===== src/rtl/l1_cache_nway_control.sv =====
// l1_cache_nway_control: N-way L1 cache control FSM (HIT / WRITE_BACK / FILL).
// Define L1_CACHE_PERF_CNT_EN to add saturating hit/miss/write-back counters.
module l1_cache_nway_control #(
    parameter int WAYS  = 4,
    parameter int CNT_W = 32,
    localparam int WB   = $clog2(WAYS)
) (
    input  logic            clk,
    input  logic            rst_n,
    input  logic            mem_read,
    input  logic            mem_write,
    output logic            mem_resp,
    input  logic [WAYS-1:0] hit,
    input  logic [WAYS-1:0] valid,
    input  logic [WAYS-1:0] dirty,
    input  logic [WB-1:0]   lru_way,
    output logic            l2_mem_read,
    output logic            l2_mem_write,
    input  logic            l2_mem_resp,
    output logic            l2_addr_sel,
    output logic [WB-1:0]   victim_way,
    output logic            data_in_mux_sel,
    output logic [WAYS-1:0] dirty_w,
    output logic [WAYS-1:0] valid_w,
    output logic [WAYS-1:0] tag_w,
    output logic [WAYS-1:0] data_w,
    output logic            dirty_val,
    output logic            lru_w,
    output logic [WB-1:0]   lru_upd_way,
    output logic            cache_hit,
    output logic            cache_miss
`ifdef L1_CACHE_PERF_CNT_EN
    ,
    output logic [CNT_W-1:0] hit_count,
    output logic [CNT_W-1:0] miss_count,
    output logic [CNT_W-1:0] wb_count
`endif
);
    typedef enum logic [1:0] {HIT, WRITE_BACK, FILL} state_t;
    state_t          r_state, w_next;
    logic [WB-1:0]   r_victim, w_hit_idx, w_inv_idx, w_victim;
    logic [WAYS-1:0] w_hit_oh, w_vic_oh;
    logic            w_req;

    // Gating the request with rst_n keeps every output at 0 while reset is held.
    assign w_req      = rst_n & (mem_read | mem_write);
    assign w_victim   = &valid ? lru_way : w_inv_idx;
    assign w_hit_oh   = WAYS'(1) << w_hit_idx;
    assign w_vic_oh   = WAYS'(1) << r_victim;
    assign victim_way = r_victim;

    // Downward scan leaves the lowest-index match in place.
    always_comb begin
        w_hit_idx = '0;
        w_inv_idx = '0;
        for (int i = WAYS - 1; i >= 0; i--) begin
            if (hit[i]) w_hit_idx = WB'(i);
            if (!valid[i]) w_inv_idx = WB'(i);
        end
    end

    always_comb begin
        w_next          = r_state;
        mem_resp        = 1'b0;
        cache_hit       = 1'b0;
        cache_miss      = 1'b0;
        lru_w           = 1'b0;
        lru_upd_way     = '0;
        l2_mem_read     = 1'b0;
        l2_mem_write    = 1'b0;
        l2_addr_sel     = 1'b0;
        data_in_mux_sel = 1'b0;
        dirty_val       = 1'b0;
        dirty_w         = '0;
        valid_w         = '0;
        tag_w           = '0;
        data_w          = '0;
        case (r_state)
            HIT: begin
                if (w_req && |hit) begin
                    mem_resp    = 1'b1;
                    cache_hit   = 1'b1;
                    lru_w       = 1'b1;
                    lru_upd_way = w_hit_idx;
                    if (mem_write) begin
                        data_in_mux_sel                  = 1'b1;
                        dirty_val                        = 1'b1;
                        {dirty_w, valid_w, tag_w, data_w} = {4{w_hit_oh}};
                    end
                end else if (w_req) begin
                    cache_miss = 1'b1;
                    w_next     = (valid[w_victim] && dirty[w_victim]) ? WRITE_BACK : FILL;
                end
            end
            WRITE_BACK: begin
                l2_mem_write = 1'b1;
                l2_addr_sel  = 1'b1;
                if (l2_mem_resp) w_next = w_req ? FILL : HIT;
            end
            FILL: begin
                l2_mem_read = 1'b1;
                if (l2_mem_resp) begin
                    w_next = HIT;
                    if (w_req) {dirty_w, valid_w, tag_w, data_w} = {4{w_vic_oh}};
                end
            end
            default: w_next = HIT;
        endcase
    end

    // Victim is latched on the miss, held through L2 traffic, cleared on return to HIT.
    always_ff @(posedge clk or negedge rst_n) begin
        if (!rst_n) begin
            r_state  <= HIT;
            r_victim <= '0;
        end else begin
            r_state  <= w_next;
            r_victim <= (w_next == HIT) ? '0 : (r_state == HIT) ? w_victim : r_victim;
        end
    end

`ifdef L1_CACHE_PERF_CNT_EN
    logic [CNT_W-1:0] r_hit_cnt, r_miss_cnt, r_wb_cnt;

    always_ff @(posedge clk or negedge rst_n) begin
        if (!rst_n) begin
            {r_hit_cnt, r_miss_cnt, r_wb_cnt} <= '0;
        end else begin
            if (cache_hit && !(&r_hit_cnt)) r_hit_cnt <= r_hit_cnt + CNT_W'(1);
            if (cache_miss && !(&r_miss_cnt)) r_miss_cnt <= r_miss_cnt + CNT_W'(1);
            if (cache_miss && w_next == WRITE_BACK && !(&r_wb_cnt)) r_wb_cnt <= r_wb_cnt + CNT_W'(1);
        end
    end

    assign hit_count  = r_hit_cnt;
    assign miss_count = r_miss_cnt;
    assign wb_count   = r_wb_cnt;
`else
    logic w_unused_cnt_w;
    assign w_unused_cnt_w = CNT_W > 0;
`endif
endmodule


===== config.mk =====
export PLATFORM = sky130hd
export DESIGN_NAME = l1_cache_nway_control
export DESIGN_NICKNAME = d
export VERILOG_FILES = /design/src/rtl/l1_cache_nway_control.sv
export SDC_FILE = /design/constraint.sdc
export NUM_CORES = 1
export LEC_CHECK = 0
export BUFFER_PORTS_ARGS = -buffer_cell sky130_fd_sc_hd__buf_2
export CAP_MARGIN = 0
export CORE_ASPECT_RATIO = 1.1
export CORE_MARGIN = 2
export CORE_UTILIZATION = 29
export DETAILED_ROUTE_END_ITERATION = 12
export HOLD_SLACK_MARGIN = 0.05
export PLACE_DENSITY = 0.7
export SLEW_MARGIN = 30
export SYNTH_ARGS = -nofsm -noshare
export SYNTH_HDL_FRONTEND = slang
export SYNTH_SLANG_ARGS = --single-unit

===== constraint.sdc =====
create_clock -name clk -period 1.33 [get_ports clk]
set_input_delay 0.0665 -clock clk [delete_from_list [all_inputs] [get_ports clk]]
set_output_delay 0.0665 -clock clk [all_outputs]
set_load 0.01 [all_outputs]

==> impl_metrics.tcl <==
set metrics [dict create \
    power_leakage_nw 0.531 \
    grt_start_max_net_pins 7 \
    n_fill_cell 168 \
    synth_fp_nets 94 \
    seq_area_um2 101 \
    root_buffer "clkbuf_4" \
    cp.arrival_ps 1490 \
    grtUsageTotal_pct 15.7 \
    placed_area_um2 801 \
    crit_start "r_state[0]" \
    cp-start-kind "register" \
    clockBufferDepth 2 \
    gp_congestion 0.789 \
    synth-simple-area-share_pct 30.5 \
    wire_per_inst_um 13.1 \
    synth_top_family_by_area "simple AND/OR/NAND/NOR gates" \
    cts_buffers 3 \
    synth_edf_count 0 \
    coreArea_um2 1800 \
    setup_viol 27 \
    max-slew-margin-rel_pct 72.8 \
    die_w_um 46.1 \
    synth_compound_area_share_pct 17.9 \
    path_clk_slew_ps 40 \
    antenna_found_initial 0 \
    intPower_w 0.000328 \
    pin_count 48 \
    drtPass1Iterations 4 \
    pwr-share-comb_pct 42.9 \
    grt-ovfl-total 0 \
    min_period_ps 1550 \
    yosysWarnings 0 \
    synth_cells 75 \
    crit_path_max_fanout 5 \
    period_share_pct 117 \
    rsz0062_at_grt "yes" \
    multiInputGateArea_um2 428 \
    start_util_pct 31.4 \
    violations "negative setup slack" \
    netlist_area_um2 566 \
    synth.distinct_cells 26 \
    drt_iter0_drc 7 \
    rows 16 \
    hold_class "in2reg" \
    cts_tree "done" \
    p_sw_share_pct 32.6 \
    final-max-slew-violation-count 0 \
    cp.required_ps 1260 \
    cts_htree_levels 1 \
    pwr-share-clk_pct 31.0 \
    dieArea_um2 2320 \
    via_per_inst 4.97 \
    dp_hpwl_um 1320 \
    fin_skew_ps 2.04 \
    port_buffers 47 \
    status "complete, but fails checks" \
    antenna_cells 0 \
    critical_path_class "reg2out" \
    routed_wl_um 1810 \
    yosysSeqAreaShare_pct 17.7 \
    ir_worst_vdd_mv 0.262 \
    grt_pass1_wl_um 2730 \
    synth_fa_ha_area_share_pct 0 \
    p_seq_share_pct 26.1 \
    tns_ps -4080 \
    r2r-start "r_state[0]" \
    final_area_um2 993 \
    dieHeight_um 50.3 \
    postLayoutSetupSlackWorst_ps -222 \
    via_count 691 \
    muxShareOfSynthArea_pct 9.29 \
    synth-main-ff-cell "dfrtp_1" \
    cp-end-kind "primary output" \
    postRouteAntennaNets 0 \
    power.switching_w 0.000158 \
    avgSynthCellArea_um2 7.54 \
    p_per_area_nw_per_um2 489 \
    grt_pass1_vias 659 \
    hold_violations 0 \
    synthToLayoutAreaGrowth_pct 75.7 \
    worst_slew_pin_slew_ps 405 \
    hp-start "l2_mem_resp" \
    ys_seq_elements 4 \
    drv_cap 0 \
    fin_nets 142 \
    synthXorXnorAreaFrac_pct 0 \
    max_freq_mhz 644 \
    insertion_delay_ps 230 \
    drive_gt1_share_pct 63.6 \
    cts_sinks 4 \
    ys_async_sr_fraction_pct 100 \
    remaining_drc_errors 0 \
]
critical path, cell delays in order (launching register included):
cell,delay [ps]
dfrtp_2,450
nor2_4,180
nand3_4,120
nor3_4,140
a32o_2,230
buf_6,130
Yosys cell counts, types with 2 or more instances:
library cell | count | share of area (%)
nor2_1 | 10 | 6.6
buf_4 | 16 | 21
o21ai_0 | 2 | 1.8
a32o_1 | 2 | 3.5
dfrtp_1 | 4 | 18
nand3_1 | 2 | 1.8
o32ai_1 | 2 | 3.1
mux2i_1 | 3 | 5.3
inv_1 | 5 | 3.3
nand2_1 | 8 | 5.3
a21oi_1 | 2 | 1.8
nor2b_1 | 5 | 5.5
cell usage in the layout (no fill, tap or decap):
cell type	count
inv_1	5
o21ai_0	2
mux2i_1	3
nor4_1	1
buf_4	10
a22o_1	1
dfrtp_1	3
nand3_4	2
nor2_4	2
nor2_1	8
buf_6	12
clkbuf_4	3
o32a_1	1
mux2_2	1
a31o_1	1
and3_4	1
nand2_2	1
nand2_1	7
nor4_4	1
and3_1	1
nor2_2	1
o32ai_4	2
a21oi_1	2
buf_2	36
dfrtp_2	1
nor3b_1	1
o21a_1	1
a32o_2	2
nor2b_4	1
o221ai_1	1
dlygate4sd3_1	1
nor3_4	1
mux2_1	1
nor2b_1	4
layout make-up:
| type | count | share of cell area, % |
|---|---|---|
| Multi-Input combinational cell | 50 | 43.1 |
| Timing Repair Buffer | 59 | 40.3 |
| Sequential cell | 4 | 10.2 |
| Tap cell | 18 | 2.27 |
| Clock buffer | 3 | 2.27 |
| Inverter | 5 | 1.89 |
power by group through the flow:
| stage | logic (W) | clock network (W) | registers [W] |
|---|---|---|---|
| 2_1_floorplan | 0.000102 | 0 | 0.000129 |
| 3_3_place_gp | 0.000164 | 0 | 0.000129 |
| 3_5_place_dp | 0.000166 | 0 | 0.000129 |
| 4_1_cts | 0.000186 | 0.000157 | 0.000127 |
| 5_1_grt | 0.000228 | 0.000165 | 0.000127 |
| 6_report | 0.000209 | 0.000151 | 0.000127 |
worst paths after layout:
check,cells after the start,slack (ps),endpoint
max,5,-220,valid_w[3]
min,3,190,r_state[0]
max reg2reg,6,-80,victim_way[0]
min reg2reg,2,730,victim_way[1]
max in group asynchronous,3,790,r_state[0]
min in group asynchronous,3,350,r_state[1]
flip-flops by register name (all words and copies together), names as in the netlist:
signal	flops
r_state	2
victim_way	2
per-stage QoR:
stage	util, %	hold slack (ps)	setup WS, ps	total power [W]	instances
floorplan	-	-229	6.05	0.000231	75
global placement	44.4	-19.4	26.8	0.000292	128
detailed placement	44.4	-14.6	-12.6	0.000295	128
CTS	51.2	181	-203	0.000470	136
global route	55.1	214	-307	0.000519	139
finish	55.1	189	-222	0.000486	139
logic make-up after synthesis:
group                  Yosys count
AND/OR/NAND/NOR                 32
buffers and inverters           21
flip-flops                       4
multiplexers                     5
AO/OA/AOI/OAI                   13
timing repair:
item | CTS | global route
setup buffers | 4 | 3
hold buffers | 1 | 0
endpoints found under the setup margin | 23 | 29
hold endpoints to repair | 4 | 0
pin swaps | 6 | 7
gates resized for setup | 11 | 9
routing by layer:
| metal | global-route usage [%] | vias to the layer above | part of all wire (%) | wire length [µm] |
|---|---|---|---|---|
| met5 | 0 | - | 0 | 0 |
| met4 | 5.24 | 0 | 0.83 | 15 |
| met3 | 3.24 | 2 | 5.3 | 96 |
| met2 | 28.2 | 24 | 56 | 1010 |
| met1 | 17.5 | 322 | 38 | 694 |
| li1 | - | 343 | - | - |
No activity file was read; power rests on OpenSTA's default activity.
